File: config.mk
export PLATFORM = sky130hd
export DESIGN_NAME = axi_native_bridge
export DESIGN_NICKNAME = d
export VERILOG_FILES = /design/src/rtl/axi_native_bridge.sv
export SDC_FILE = /design/constraint.sdc
export NUM_CORES = 2
export LEC_CHECK = 0
export ABC_AREA = 1
export CAP_MARGIN = 20
export CORE_AREA = 4 4 491 493
export DETAILED_ROUTE_END_ITERATION = 10
export DIE_AREA = 0 0 495 497
export PLACE_DENSITY = 0.31
export SETUP_SLACK_MARGIN = 0.15
export SLEW_MARGIN = 25
export SYNTH_ARGS = -nofsm -noshare
export SYNTH_HDL_FRONTEND = slang
export SYNTH_SLANG_ARGS = --single-unit
export TNS_END_PERCENT = 5
File: constraint.sdc
create_clock -name sys_clk -period 27.6 [get_ports sys_clk]
set_clock_uncertainty 0.05 [all_clocks]
set_input_delay 5.52 -clock sys_clk [delete_from_list [all_inputs] [get_ports sys_clk]]
set_output_delay 5.52 -clock sys_clk [all_outputs]
set_load 0.03 [all_outputs]
File: src/rtl/axi_native_bridge.sv
// rtl/axi_native_bridge.sv - AXI write/read channels to a beat-by-beat native command/data port
//
// Purpose: accepts one AXI burst at a time (write or read), issues one native
// command per beat with a word address, passes W data out to the native write
// port and native read data back to R, and closes writes with a single B.
// Ports:
//   sys_clk, sys_rst        clock, asynchronous active-high reset
//   axi_aw_* / axi_w_* / axi_b_*   AXI write address, data, response
//   axi_ar_* / axi_r_*             AXI read address, data
//   native_cmd_*            per-beat command (word address, write enable, framing)
//   wdata_*                 per-beat write data toward the native side
//   rdata_*                 per-beat read data from the native side
module axi_native_bridge #(
  parameter int ADDR_SHIFT = 5
) (
  input  logic         sys_clk,
  input  logic         sys_rst,
  input  logic         axi_aw_valid,
  output logic         axi_aw_ready,
  input  logic [31:0]  axi_aw_payload_addr,
  input  logic [7:0]   axi_aw_payload_len,
  input  logic         axi_aw_payload_id,
  input  logic         axi_aw_payload_burst,
  input  logic         axi_aw_payload_size,
  input  logic         axi_aw_payload_lock,
  input  logic         axi_aw_payload_prot,
  input  logic         axi_aw_payload_cache,
  input  logic         axi_aw_payload_qos,
  input  logic         axi_aw_first,
  input  logic         axi_aw_last,
  input  logic         axi_w_valid,
  output logic         axi_w_ready,
  input  logic [255:0] axi_w_payload_data,
  input  logic [31:0]  axi_w_payload_strb,
  input  logic         axi_w_payload_id,
  input  logic         axi_w_first,
  input  logic         axi_w_last,
  output logic         axi_b_valid,
  output logic         axi_b_first,
  output logic         axi_b_last,
  input  logic         axi_b_ready,
  output logic [1:0]   axi_b_payload_resp,
  output logic         axi_b_payload_id,
  input  logic         axi_ar_valid,
  output logic         axi_ar_ready,
  input  logic [31:0]  axi_ar_payload_addr,
  input  logic [7:0]   axi_ar_payload_len,
  input  logic         axi_ar_payload_id,
  input  logic         axi_ar_payload_burst,
  input  logic         axi_ar_payload_size,
  input  logic         axi_ar_payload_lock,
  input  logic         axi_ar_payload_prot,
  input  logic         axi_ar_payload_cache,
  input  logic         axi_ar_payload_qos,
  input  logic         axi_ar_first,
  input  logic         axi_ar_last,
  output logic         axi_r_valid,
  output logic         axi_r_first,
  output logic         axi_r_last,
  input  logic         axi_r_ready,
  output logic [255:0] axi_r_payload_data,
  output logic [1:0]   axi_r_payload_resp,
  output logic         axi_r_payload_id,
  output logic         native_cmd_valid,
  output logic         native_cmd_first,
  output logic         native_cmd_last,
  output logic         native_cmd_payload_we,
  output logic [31:0]  native_cmd_payload_addr,
  input  logic         native_cmd_ready,
  output logic         wdata_valid,
  output logic         wdata_first,
  output logic         wdata_last,
  output logic [255:0] wdata_payload_data,
  output logic [31:0]  wdata_payload_we,
  input  logic         wdata_ready,
  input  logic         rdata_valid,
  input  logic         rdata_first,
  input  logic         rdata_last,
  input  logic [255:0] rdata_payload_data,
  output logic         rdata_ready
);

  localparam logic [2:0] IDLE    = 3'd0;
  localparam logic [2:0] WR_CMD  = 3'd1;
  localparam logic [2:0] WR_DATA = 3'd2;
  localparam logic [2:0] WR_RESP = 3'd3;
  localparam logic [2:0] RD_CMD  = 3'd4;
  localparam logic [2:0] RD_DATA = 3'd5;

  logic [2:0]   state;
  logic [31:0]  addr_q;
  logic [7:0]   len_q;
  logic [7:0]   beat_q;
  logic         id_q;
  logic         prio_wr;
  logic [255:0] wdata_hold;
  logic [31:0]  wstrb_hold;
  logic [255:0] rdata_hold;

  logic in_idle, in_cmd, in_wdata, in_rdata, beat_first, beat_last;
  logic aw_hs, ar_hs, w_hs, r_hs;

  // Framing inputs and side-band fields carry nothing this bridge needs:
  // burst length comes from len alone.
  logic unused_inputs;
  assign unused_inputs = ^{axi_aw_payload_burst, axi_aw_payload_size, axi_aw_payload_lock,
                           axi_aw_payload_prot, axi_aw_payload_cache, axi_aw_payload_qos,
                           axi_aw_first, axi_aw_last, axi_ar_payload_burst, axi_ar_payload_size,
                           axi_ar_payload_lock, axi_ar_payload_prot, axi_ar_payload_cache,
                           axi_ar_payload_qos, axi_ar_first, axi_ar_last, axi_w_payload_id,
                           axi_w_first, axi_w_last, rdata_first, rdata_last};

  // Address readies are qualified by reset because they are combinational
  // from the request valids and must read 0 for as long as reset is held.
  assign in_idle    = (state == IDLE) && !sys_rst;
  assign in_cmd     = (state == WR_CMD) || (state == RD_CMD);
  assign in_wdata   = (state == WR_DATA);
  assign in_rdata   = (state == RD_DATA);
  assign beat_first = (beat_q == 8'd0);
  assign beat_last  = (beat_q == len_q);

  assign axi_aw_ready = in_idle && axi_aw_valid && (!axi_ar_valid || prio_wr);
  assign axi_ar_ready = in_idle && axi_ar_valid && (!axi_aw_valid || !prio_wr);
  assign aw_hs = axi_aw_valid && axi_aw_ready;
  assign ar_hs = axi_ar_valid && axi_ar_ready;

  assign native_cmd_valid        = in_cmd;
  assign native_cmd_payload_we   = (state == WR_CMD);
  assign native_cmd_first        = in_cmd && beat_first;
  assign native_cmd_last         = in_cmd && beat_last;
  assign native_cmd_payload_addr = (addr_q >> ADDR_SHIFT) + {24'd0, beat_q};

  // W passes straight through while a data beat is owed; otherwise the
  // payload shows the last value seen so it never wanders between beats.
  assign wdata_valid        = in_wdata && axi_w_valid;
  assign axi_w_ready        = in_wdata && wdata_ready;
  assign wdata_first        = in_wdata && beat_first;
  assign wdata_last         = in_wdata && beat_last;
  assign wdata_payload_data = in_wdata ? axi_w_payload_data : wdata_hold;
  assign wdata_payload_we   = in_wdata ? axi_w_payload_strb : wstrb_hold;
  assign w_hs               = axi_w_valid && wdata_ready;

  assign axi_b_valid        = (state == WR_RESP);
  assign axi_b_first        = axi_b_valid;
  assign axi_b_last         = axi_b_valid;
  assign axi_b_payload_resp = 2'b00;
  assign axi_b_payload_id   = id_q;

  assign axi_r_valid        = in_rdata && rdata_valid;
  assign rdata_ready        = in_rdata && axi_r_ready;
  assign axi_r_first        = in_rdata && beat_first;
  assign axi_r_last         = in_rdata && beat_last;
  assign axi_r_payload_data = in_rdata ? rdata_payload_data : rdata_hold;
  assign axi_r_payload_resp = 2'b00;
  assign axi_r_payload_id   = id_q;
  assign r_hs               = rdata_valid && axi_r_ready;

  always_ff @(posedge sys_clk or posedge sys_rst) begin
    if (sys_rst) begin
      state      <= IDLE;
      addr_q     <= '0;
      len_q      <= '0;
      beat_q     <= '0;
      id_q       <= 1'b0;
      prio_wr    <= 1'b1;
      wdata_hold <= '0;
      wstrb_hold <= '0;
      rdata_hold <= '0;
    end else begin
      case (state)
        IDLE: begin
          if (aw_hs) begin
            addr_q  <= axi_aw_payload_addr;
            len_q   <= axi_aw_payload_len;
            id_q    <= axi_aw_payload_id;
            beat_q  <= 8'd0;
            prio_wr <= ~prio_wr;
            state   <= WR_CMD;
          end else if (ar_hs) begin
            addr_q  <= axi_ar_payload_addr;
            len_q   <= axi_ar_payload_len;
            id_q    <= axi_ar_payload_id;
            beat_q  <= 8'd0;
            prio_wr <= ~prio_wr;
            state   <= RD_CMD;
          end
        end
        WR_CMD: if (native_cmd_ready) state <= WR_DATA;
        RD_CMD: if (native_cmd_ready) state <= RD_DATA;
        WR_DATA: begin
          wdata_hold <= axi_w_payload_data;
          wstrb_hold <= axi_w_payload_strb;
          // Compare before incrementing so len == 255 completes at beat 255.
          if (w_hs) begin
            if (beat_last) begin
              state <= WR_RESP;
            end else begin
              beat_q <= beat_q + 8'd1;
              state  <= WR_CMD;
            end
          end
        end
        WR_RESP: if (axi_b_ready) state <= IDLE;
        RD_DATA: begin
          rdata_hold <= rdata_payload_data;
          if (r_hs) begin
            if (beat_last) begin
              state <= IDLE;
            end else begin
              beat_q <= beat_q + 8'd1;
              state  <= RD_CMD;
            end
          end
        end
        default: state <= IDLE;
      endcase
    end
  end

endmodule

# Yosys cells after proc, flatten, opt, wreduce, memory -nomap -nowiden

Cells that the tools add are included.

$add $sub $neg: 2
Eq/ne operators: 12
Muxes and demuxes: 27
Bitwise operators: 1
Reduce and logical (&&, ||, !) cells: 33

Operators with widths:

| cell                  | number |
|---|---|
| $mux W256             | 2 |
| $mux W32              | 3 |
| $mux W8               | 7 |
| $add A27 B8 Y28       | 1 |
| $mux W3               | 8 |
| $pmux W8 S3           | 1 |
| $logic_and A1 B1 Y1   | 19 |
| $pmux W3 S6           | 1 |
| $add A8 B1 Y8 const B | 1 |
| $eq A8 B8 Y1          | 1 |
| $logic_not A8 Y1      | 1 |
| $ne A2 B1 Y1 const B  | 4 |
| $eq A3 B2 Y1 const B  | 2 |
| $eq A3 B3 Y1 const B  | 2 |
| $reduce_and A6 Y1     | 1 |
| $logic_not A1 Y1      | 4 |
| $mux W1               | 4 |
| $reduce_and A4 Y1     | 1 |
| $eq A3 B1 Y1 const B  | 1 |
| $logic_not A3 Y1      | 1 |
| $logic_or A1 B1 Y1    | 3 |
| $ne A3 B3 Y1 const B  | 1 |
| $reduce_bool A3 Y1    | 1 |
| $mux W2               | 1 |
| 4 further kinds       | 4 |

Register bits: 597

# Longest topological paths before layout

Word-level depth: 8
Gate-level depth with buffers: 11

# Worst setup path after synthesis

No wires, ideal clock.

Path type: input to output
Start point: input port sys_rst
End point: output port axi_ar_ready
Data arrival time: 19.547 ns
Setup slack: 2.483 ns
Stages: 3
Buffers on the path: 0
Cells stage by stage: inv_1 nand3_2 nor2_1

Word-level cells in the longest chain between the ends: 4

RTL lines:

| element                          | RTL line | RTL |
|---|---|---|
| from (decl)                      | 17       | `input logic sys_rst,` |
| $logic_not A1 Y1 (no line)       | n/a      |  |
| $logic_and A1 B1 Y1              | 115      | `assign in_idle = (state == IDLE) && !sys_rst;` |
| $logic_and A1 B1 Y1 (2 in a row) | 123      | `assign axi_ar_ready = in_idle && axi_ar_valid && (!axi_aw_valid \|\| !prio_wr);` |
| to (decl)                        | 45       | `output logic axi_ar_ready,` |

Every way passes these cells.

# Worst setup path in the final report

Start point: input port sys_rst
End point: output port axi_aw_ready

Word-level cells in the longest chain between the ends: 4

RTL lines:

| element                          | RTL line | RTL |
|---|---|---|
| $logic_not A1 Y1 (no line)       | n/a      |  |
| $logic_and A1 B1 Y1              | 115      |  |
| $logic_and A1 B1 Y1 (2 in a row) | 122      | `assign axi_aw_ready = in_idle && axi_aw_valid && (!axi_ar_valid \|\| prio_wr);` |
| to (decl)                        | 19       | `output logic axi_aw_ready,` |

Every way passes these cells.

==> results.sh <==
export IMPL_status="complete, no violations"
export IMPL_routed_via_density=3.19
export IMPL_syn_inst=2881
export IMPL_die_h_um=497
export IMPL_cp_start_kind="input port"
export IMPL_worst_pin_slew_ns=0.951
export IMPL_ys_ff_latch=592
export IMPL_initial_utilization_pct=10.2
export IMPL_synth_avg_cell_area_um2=8.40
export IMPL_finalWeightedCongestion=0.816
export IMPL_crit_arrival_ns=8.09
export IMPL_path_clk_slew_ns=0.06
export IMPL_slew_headroom_pct=36.6
export IMPL_setup_viol=0
export IMPL_min_path_type="register to register"
export IMPL_synth_area_um2=24200
export IMPL_slowest_stage="clkdlybuf4s50_1"
export IMPL_postCtsSetupBuffers=0
export IMPL_period_needed_ns=13.66
export IMPL_gr_usage_all_layers_pct=12.2
export IMPL_final_cell_mix="1849 x nand2_1, 1216 x clkdlybuf4s50_1, 591 x dfrtp_1"
export IMPL_fin_nets=4735
export IMPL_clockBufferDepth=3
export IMPL_cts_tree="built"
export IMPL_cp_data_required_time_ns=22.03
export IMPL_cts_hold_buf=0
export IMPL_slowest_delay_ns=0.77
export IMPL_cts_htree_levels=3
export IMPL_grt_pass1_vias=24800
export IMPL_rows=179
export IMPL_rsz0062_at_grt="no"
export IMPL_clkLatencyLatePin_ns=0.70
export IMPL_cts_resized=0
export IMPL_yosys_top_cells_area="dfrtp_1 61%, nand2_1 29%, buf_4 1.5%"
export IMPL_clkSinkCount=592
export IMPL_drc_errors=0
export IMPL_cts_root_buf="clkbuf_16"
export IMPL_drv_slew=0
export IMPL_cp_max_fo=63
export IMPL_power_density_nw_per_um2=144
export IMPL_finalHoldViolCount=0
export IMPL_p_leak_nw=19.5
export IMPL_synth_edff_count=0
export IMPL_ant_nets=0
export IMPL_period_share_pct=49.5
export IMPL_cpMostUsedCell="clkdlybuf4s50_1"
export IMPL_syn2layout_area_growth_pct=77.6
export IMPL_yosys_cell_types_count=37
export IMPL_yosys_warnings=0
export IMPL_critPathCaptureType="primary output"
export IMPL_wirelength_um=155000
export IMPL_netlist_area_leader_share_pct=61.1
export IMPL_core_area_um2=237000
export IMPL_fmax_mhz=73.2
export IMPL_grt_max_degree=153
export IMPL_grt_pass1_wl_um=211000
export IMPL_routedWlPerCell_um=21.2
export IMPL_cp_num_buf_inv=4
export IMPL_path_delay_family="buffers and inverters"
export IMPL_drt_pass1_iter_count=8
export IMPL_dieArea_um2=246000
export IMPL_vdd_drop_max_uv=67.5
export IMPL_grt_overflow=0
export IMPL_ios=1256
export IMPL_fill_cells=26800
export IMPL_critPathKind="input port to primary output"
export IMPL_final_seq_area_um2=14800
export IMPL_antenna_found_initial=74
export IMPL_cts_buffers_inserted=88
export IMPL_synth_seq_area_share_pct=61.2
export IMPL_setup_tns_ns=0
export IMPL_ys_async_sr_fraction_pct=100
export IMPL_layout_drive_gt1_share_pct=4.66
export IMPL_yosysTopAreaCell="dfrtp_1"
export IMPL_mostFrequentLayoutCell="nand2_1"
export IMPL_die_w_um=495
export IMPL_ys_flop_type="dfrtp_1"
export IMPL_multi_input_area_um2=8380
export IMPL_timing_critical_path_cells="clkdlybuf4s50_1, inv_8, nand3_2, nor2_4, buf_4, clkdlybuf4s50_1"
export IMPL_vias=23300
export IMPL_dpl_hpwl_um=121000
export IMPL_drt_iter0_drc=1187
export IMPL_portBuffers=1216
export IMPL_maxCapViolations=0
export IMPL_utilization_pct=18.1
[worst min-delay path: cells and delay by family (launching register included)]
kind | cells | cell delay, ns
flops | 1 | 0.32
simple gates | 2 | 0.12
[power breakdown]
group          total [W]  switching [W]  internal [W]
combinational    0.00352        0.00231       0.00122
sequential       0.00144       0.000141       0.00129
clock            0.00123       0.000483      0.000747
total            0.00619        0.00293       0.00326
[per-stage QoR]
stage / setup slack [ns] / total power, W / hold WS [ns] / instances / instance area, um2
after floorplan: 2.48 / 0.00331 / 0.454 / 2888 / 24200
after global placement: 13.78 / 0.00506 / 0.408 / 7142 / 39800
after detailed placement: 13.78 / 0.00504 / 0.410 / 7143 / 39800
after CTS: 13.77 / 0.00635 / 0.424 / 7304 / 42900
after global routing: 13.71 / 0.00657 / 0.430 / 7312 / 43000
final: 13.94 / 0.00619 / 0.419 / 7321 / 43000
[cell families (layout without fill, tap and decap cells)]
group | after synthesis | after routing | synth area share (%)
DFF | 592 | 592 | 61.2
other | 1 | 24 | 0.0155
AOI/OAI and AO/OA | 54 | 54 | 1.41
adders and majority gates | 11 | 11 | 0.600
and+or+nand+nor | 1996 | 1996 | 31.7
xor gates and xnor gates | 19 | 19 | 0.687
buffers and inverters | 208 | 1458 | 4.37
[Yosys cell counts, drive strengths merged (2+ instances only)]
cell type,number
a21o,2
a21oi,10
a31oi,36
buf,112
clkbuf,39
dfrtp,591
ha,10
inv,57
nand2,1850
nand3,35
nand3b,7
nand4,13
nor2,82
nor3,8
o21ai,3
xnor2,7
xor2,12
[state kept, by name (all words and copies together), names as in the netlist]
| signal | flops |
|---|---|
| state | 3 |
| beat_q | 8 |
| prio_wr | 1 |
| rdata_hold | 256 |
| wstrb_hold | 32 |
| len_q | 8 |
| addr_q | 27 |
| axi_b_payload_id | 1 |
| wdata_hold | 256 |
[per-layer routing]
metal	track usage, %	routed length [um]	vias to the layer above	part of all wire [%]
met5	0	312	-	0.20
met4	3.91	4760	52	3.1
met3	6.11	17300	253	11
met2	20.7	74800	1013	48
met1	13.2	58100	10800	37
li1	-	-	11200	-
[area by class of cell]
class                   count  share of cell area (%)
clock inverters            39                    1.36
multi-input cells        2088                    19.5
well taps                3167                    9.22
clock buffers             122                    5.89
diodes                     16                  0.0932
inverters                  57                   0.550
repair buffers           1240                    28.9
flip-flops and latches    592                    34.5
[path summary, 6_finish.rpt]
| kind | startpoint | end | slack (ns) | cells past startpoint |
|---|---|---|---|---|
| worst max-delay path | sys_rst | axi_aw_ready | 13.94 | 6 |
| worst min-delay path | rdata_hold[44]$_DFF_PP0_ | rdata_hold[44]$_DFF_PP0_ | 0.42 | 2 |
| worst max register to register | state[2]$_DFFE_PP0P_ | wdata_hold[79]$_DFF_PP0_ | 22.86 | 8 |
| worst min register to register | rdata_hold[44]$_DFF_PP0_ | rdata_hold[44]$_DFF_PP0_ | 0.42 | 2 |
| max in group asynchronous | sys_rst | wdata_hold[106]$_DFF_PP0_ | 19.56 | 5 |
| min in group asynchronous | sys_rst | wdata_hold[39]$_DFF_PP0_ | 5.23 | 2 |
Note: power is estimated with default switching activity, not from simulation.
